## src/rtl/gpu_apb_pkg.sv

```systemverilog
// Shared types and GPU register map for the APB command master.
package gpu_apb_pkg;

    localparam int unsigned APB_ADDR_W = 32;
    localparam int unsigned APB_DATA_W = 32;

    typedef enum logic [1:0] {
        IDLE   = 2'd0,
        SETUP  = 2'd1,
        ACCESS = 2'd2
    } apb_state_t;

    typedef struct packed {
        logic [APB_ADDR_W-1:0] addr;
        logic [APB_DATA_W-1:0] data;
        logic                  write;
    } apb_cmd_t;

    // GPU command register offsets on the APB slave port
    localparam logic [APB_ADDR_W-1:0] GPU_REG_CMD_X  = 32'h0000_0000;
    localparam logic [APB_ADDR_W-1:0] GPU_REG_CMD_Y  = 32'h0000_0004;
    localparam logic [APB_ADDR_W-1:0] GPU_REG_COLOR  = 32'h0000_0008;
    localparam logic [APB_ADDR_W-1:0] GPU_REG_OP     = 32'h0000_000C;
    localparam logic [APB_ADDR_W-1:0] GPU_REG_STATUS = 32'h0000_0010;

    // Reads drive zero on the write-data bus
    function automatic logic [APB_DATA_W-1:0] apb_wdata(input apb_cmd_t cmd);
        return cmd.write ? cmd.data : '0;
    endfunction

endpackage

```

## src/rtl/gpu_cmd_fifo.sv

```systemverilog
// Synchronous command FIFO; head entry is presented combinationally.
module gpu_cmd_fifo
    import gpu_apb_pkg::*;
#(
    parameter int unsigned  FIFO_DEPTH = 4,
    localparam int unsigned PTR_W      = $clog2(FIFO_DEPTH),
    localparam int unsigned CNT_W      = $clog2(FIFO_DEPTH) + 1
) (
    input  logic             clk,
    input  logic             rst,
    input  logic             push,
    input  apb_cmd_t         push_data,
    input  logic             pop,
    output apb_cmd_t         head,
    output logic             full,
    output logic             empty,
    output logic [CNT_W-1:0] count
);

    apb_cmd_t         mem [FIFO_DEPTH];
    logic [PTR_W-1:0] wr_ptr;
    logic [PTR_W-1:0] rd_ptr;

    always_ff @(posedge clk) begin
        if (push) begin
            mem[wr_ptr] <= push_data;
        end
    end

    // Power-of-two depth lets the pointers wrap naturally
    always_ff @(posedge clk or posedge rst) begin
        if (rst) begin
            wr_ptr <= '0;
            rd_ptr <= '0;
            count  <= '0;
        end else begin
            if (push) wr_ptr <= wr_ptr + PTR_W'(1);
            if (pop)  rd_ptr <= rd_ptr + PTR_W'(1);
            case ({push, pop})
                2'b10:   count <= count + CNT_W'(1);
                2'b01:   count <= count - CNT_W'(1);
                default: count <= count;
            endcase
        end
    end

    assign head  = mem[rd_ptr];
    assign full  = (count == CNT_W'(FIFO_DEPTH));
    assign empty = (count == '0);

endmodule

```

## src/rtl/gpu_apb_master.sv

```systemverilog
// APB initiator feeding the GPU command port from a buffered valid/ready stream.
module gpu_apb_master
    import gpu_apb_pkg::*;
#(
    parameter int unsigned ADDR_W     = APB_ADDR_W,
    parameter int unsigned DATA_W     = APB_DATA_W,
    parameter int unsigned FIFO_DEPTH = 4
) (
    input  logic              clk,
    input  logic              rst,
    input  logic              cmd_valid_i,
    output logic              cmd_ready_o,
    input  logic [ADDR_W-1:0] cmd_addr_i,
    input  logic [DATA_W-1:0] cmd_data_i,
    input  logic              cmd_write_i,
    input  logic              gpu_full_i,
    output logic [ADDR_W-1:0] pAddr_o,
    output logic [DATA_W-1:0] pDataWrite_o,
    output logic              pSel_o,
    output logic              pEnable_o,
    output logic              pWrite_o,
    output logic              busy_o,
    output logic [15:0]       xfer_count_o
);

    localparam int unsigned CNT_W    = $clog2(FIFO_DEPTH) + 1;
    localparam logic [1:0]  S_IDLE   = 2'(IDLE);
    localparam logic [1:0]  S_SETUP  = 2'(SETUP);
    localparam logic [1:0]  S_ACCESS = 2'(ACCESS);

    logic [1:0]       state_q;
    logic [1:0]       state_d;
    logic             fifo_push;
    logic             fifo_pop;
    logic             fifo_full;
    logic             fifo_empty;
    logic [CNT_W-1:0] fifo_count;
    apb_cmd_t         push_cmd;
    apb_cmd_t         head_cmd;

    assign fifo_push   = cmd_valid_i && !fifo_full;
    assign cmd_ready_o = !fifo_full;
    assign busy_o      = (fifo_count != '0) || (state_q != S_IDLE);
    assign push_cmd    = '{addr:  APB_ADDR_W'(cmd_addr_i),
                           data:  APB_DATA_W'(cmd_data_i),
                           write: cmd_write_i};

    gpu_cmd_fifo #(
        .FIFO_DEPTH (FIFO_DEPTH)
    ) u_fifo (
        .clk       (clk),
        .rst       (rst),
        .push      (fifo_push),
        .push_data (push_cmd),
        .pop       (fifo_pop),
        .head      (head_cmd),
        .full      (fifo_full),
        .empty     (fifo_empty),
        .count     (fifo_count)
    );

    always_ff @(posedge clk or posedge rst) begin
        if (rst) state_q <= S_IDLE;
        else     state_q <= state_d;
    end

    // Next transfer may only start when the GPU has room
    always_comb begin
        state_d  = state_q;
        fifo_pop = 1'b0;
        case (state_q)
            S_IDLE: begin
                if (!fifo_empty && !gpu_full_i) begin
                    state_d  = S_SETUP;
                    fifo_pop = 1'b1;
                end
            end
            S_SETUP:  state_d = S_ACCESS;
            S_ACCESS: begin
                if (!fifo_empty && !gpu_full_i) begin
                    state_d  = S_SETUP;
                    fifo_pop = 1'b1;
                end else begin
                    state_d  = S_IDLE;
                end
            end
            default:  state_d = S_IDLE;
        endcase
    end

    // APB outputs; address/data/direction hold after the bus returns idle
    always_ff @(posedge clk or posedge rst) begin
        if (rst) begin
            pAddr_o      <= '0;
            pDataWrite_o <= '0;
            pWrite_o     <= 1'b0;
            pSel_o       <= 1'b0;
            pEnable_o    <= 1'b0;
            xfer_count_o <= '0;
        end else begin
            if (fifo_pop) begin
                pAddr_o      <= ADDR_W'(head_cmd.addr);
                pDataWrite_o <= DATA_W'(apb_wdata(head_cmd));
                pWrite_o     <= head_cmd.write;
                pSel_o       <= 1'b1;
                pEnable_o    <= 1'b0;
            end else if (state_q == S_SETUP) begin
                pEnable_o    <= 1'b1;
            end else if (state_q == S_ACCESS) begin
                pSel_o       <= 1'b0;
                pEnable_o    <= 1'b0;
            end
            if (state_q == S_ACCESS) begin
                xfer_count_o <= xfer_count_o + 16'd1;
            end
        end
    end

endmodule

```

## config.mk

```make
export PLATFORM = sky130hd
export DESIGN_NAME = gpu_apb_master
export DESIGN_NICKNAME = d
export VERILOG_FILES = /design/src/rtl/gpu_apb_pkg.sv /design/src/rtl/gpu_cmd_fifo.sv /design/src/rtl/gpu_apb_master.sv
export SDC_FILE = /design/constraint.sdc
export NUM_CORES = 1
export LEC_CHECK = 0
export ABC_AREA = 1
export CORE_ASPECT_RATIO = 1.2
export CORE_MARGIN = 2
export CORE_UTILIZATION = 48
export DETAILED_ROUTE_END_ITERATION = 10
export GPL_TIMING_DRIVEN = 0
export PLACE_DENSITY = 0.67
export SYNTH_ARGS = -nofsm -noshare
export SYNTH_HDL_FRONTEND = slang
export SYNTH_SLANG_ARGS = --single-unit
```

## constraint.sdc

```tcl
create_clock -name clk -period 5.55 [get_ports clk]
set_input_delay 1.11 -clock clk [delete_from_list [all_inputs] [get_ports clk]]
set_output_delay 1.11 -clock clk [all_outputs]
set_load 0.005 [all_outputs]
```

==> run metrics <==
status=complete, no violations; setup repair after global routing missed its margin=false; Setup Buffers After CTS=0; Vias per Instance=approximately 5.1; core area=0.0281 mm2; clock share of power=24.7%; Final Slew Violations=0; final WL=31,100 um; root buf cell=clkbuf_16; M1 GR Usage=26.7%; TritonCTS clock tree=built; I/O Buffers=between 150 and 200; Max H-tree Level=2; post-route ant nets=0; period utilization=~57%; DRT Pass-1 Iters=4; Detailed Route Iter0 Violations=between 500 and 600; Logic pwr share=34.2%; nets=between 1,000 and 1,500; Crit. End Element=flop; Cells after Synth=approximately 1,100; setup skew after layout=just over 9 ps; Worst Hold Class=reg2reg; commonest non-fill, non-tap cell in the layout=edfxtp_1; sequential power share=approximately two fifths; Worst Tran Pin Value=~950 ps; # rows=67; initial antenna violation count=5; CP arrival=3510 ps; Placer Congestion=~0.76; flop2flop setup slack=a little under 3000 ps; met3 Use GR=around 3.8%; Seq cells post-synth=approximately 350; cells on worst reg2reg path=12; Post-Syn Area=around 0.014 mm2; Crit-path slowest cell=clkdlybuf4s50_1; first-pass GRT wire length=between 40,000 and 50,000 um; relative slew slack=about 37%; post-synthesis sequential area ratio=between 70% and 80%; power per standard cell area=approximately 530 mW/mm2; CP required=slightly below 6000 ps; all-layer global routing usage=approximately a fifth; Peak VDD IR=302 uV; I/O pin count=between 150 and 200; Yosys cell types=29; Initial Util=49.0%; total congestion overflow=0; final hold violations=0; post-synth net total=between 1,000 and 1,500; post-route cell area=0.0171 mm2; Crit Path Max Fanout=10; width of the die=~160 um; FF-to-FF End=u_fifo.count[2]; post-route minimum period=~3100 ps; worst setup path endpoint=u_fifo.count[2]; placed cell areas=0.0160 mm2; cts hold-fix bufs=0; Setup Crit Path Kind=in2reg; Fillers=roughly 2,200; layout cells sized above 1=a little over a tenth; post-cts sizing count=0; clk sinks=roughly 350; M2 GR Usage=36.8%; worst setup path start=gpu_full_i; Critical Path Max Stage Delay=roughly 400 ps; leakage=between 6 and 7 nW; Switch Pwr=3.05 mW; cts bufs inserted=36; Die ar.=0.0301 mm2; post-synthesis average cell area=~12 um2; commonest cells after routing, fill and taps aside=260 x edfxtp_1, 224 x nand2_1, 209 x nor2_1; final setup vio count=0; switching share of power=between 30% and 40%; max_cap viols=0; WL per Instance=between 15 and 20 um; Fmax=approximately 0.32 GHz; Pint=6.02 mW; clock latency on the worst-skew pair=approximately 500 ps; gr busiest metal=met2; Yosys warning total=0; Final TNS setup=0 ps; vias=a little under 9,000; clk slew on worst S/H paths=around 60 ps; number of remaining DRC errors=0; reg2reg start=u_fifo.count[1]; Crit path top cell by count=inv_1; pin count of the biggest net entering global routing=53; Die Y=about 190 um; DP HPWL=between 15,000 and 20,000 um; Area Overhead vs Synth=24.4%; worst path cell trace=clkdlybuf4s50_1, inv_1, nand3_2, inv_2, buf_6, buf_2, ha_1, inv_1, fa_1, a21oi_1, o21ai_0, xor2_1; CTS max path bufs=3; number of global-route vias before repair=around 8,900; Startpoint Class=input pin
-- per-layer routing --
| layer | wire, um | vias to the layer above |
|---|---|---|
| met5 | 13 | - |
| met4 | 813 | 2 |
| met3 | 1820 | 54 |
| met2 | 15900 | 258 |
| met1 | 12600 | 4296 |
| li1 | - | 4264 |
-- through the flow --
stage	std cells	utilization (%)	total power [mW]	worst slack, ps	hold WS (ps)
after floorplan	1123	-	5.57	1050	449
after global placement	1655	56.2	6.82	-1820	461
after detailed placement	1665	57.1	6.91	1890	465
after CTS	1729	61.0	9.18	2420	480
after global routing	1731	61.0	9.62	2230	496
final	1732	61.0	9.07	2410	474
-- worst min path at each step --
| stage | end | start | slack [ps] | depth (start not counted) |
|---|---|---|---|---|
| floorplan | state_q[1] | state_q[1] | 450 | 1 |
| global placement | pDataWrite_o[21] | pDataWrite_o[21] | 460 | 2 |
| detailed placement | pAddr_o[21] | pAddr_o[21] | 460 | 2 |
| CTS | pDataWrite_o[16] | pDataWrite_o[16] | 480 | 2 |
| global route | pAddr_o[15] | pAddr_o[15] | 500 | 2 |
| finish | pDataWrite_o[10] | pDataWrite_o[10] | 470 | 2 |
-- cell usage after synthesis, drive strengths merged --
cell type  count  area [um2]
a31o           1        8.76
clkbuf        22        83.8
inv           31         116
nand2        226         858
a21oi          2        10.0
nand4          1        6.26
ha             6        75.1
buf           37         254
nor3           2        10.0
nand3         42         365
or3            1        6.26
dfrtp         92        2300
edfxtp       260        7810
nor2         215         812
fa             1        20.0
o22ai         32         200
xnor2          5        43.8
xor2          12         105
o21ai        135         683
-- state kept, by name, summed over array words and instances (netlist names), 2 cells and up --
signal / flops
xfer_count_o: 16
u_fifo.count: 3
u_fifo.wr_ptr: 2
state_q: 2
u_fifo.mem: 260
u_fifo.rd_ptr: 2
pAddr_o: 32
pDataWrite_o: 32
-- power groups by stage --
stage	Sequential (mW)	Clock [mW]	Combinational, mW
final	3.73	2.24	3.10
after global routing	3.78	2.38	3.46
after detailed placement	3.78	0	3.14
after CTS	3.73	2.29	3.16
after floorplan	3.80	0	1.77
after global placement	3.84	0	2.97
-- critical path, delay by kind of cell --
family	cells	cell delay (ps)
adders and majority gates	2	550
and+or+nand+nor	1	310
AOI/OAI and AO/OA	2	230
xor gates and xnor gates	1	150
buffers and inverters	6	1160
-- cell families after synthesis --
family | count (synthesis) | synth area share, %
AOI/OAI and AO/OA | 170 | 6.55
xor gates and xnor gates | 17 | 1.08
adders and majority gates | 7 | 0.691
buffers and inverters | 90 | 3.30
DFF | 352 | 73.4
and+or+nand+nor | 487 | 14.9
-- final cells by class --
class / instances / area (um2) / area share, %
Sequential cell: 352 / 10100 / 59.0
Multi-Input combinational cell: 681 / 3230 / 18.9
Timing Repair Buffer: 163 / 1760 / 10.3
Clock buffer: 50 / 995 / 5.81
Tap cell: 379 / 474 / 2.77
Buffer: 59 / 338 / 1.97
Inverter: 31 / 119 / 0.694
Clock inverter: 14 / 95.1 / 0.555
Antenna cell: 3 / 7.51 / 0.0438
(Power assumes the default switching activity.)
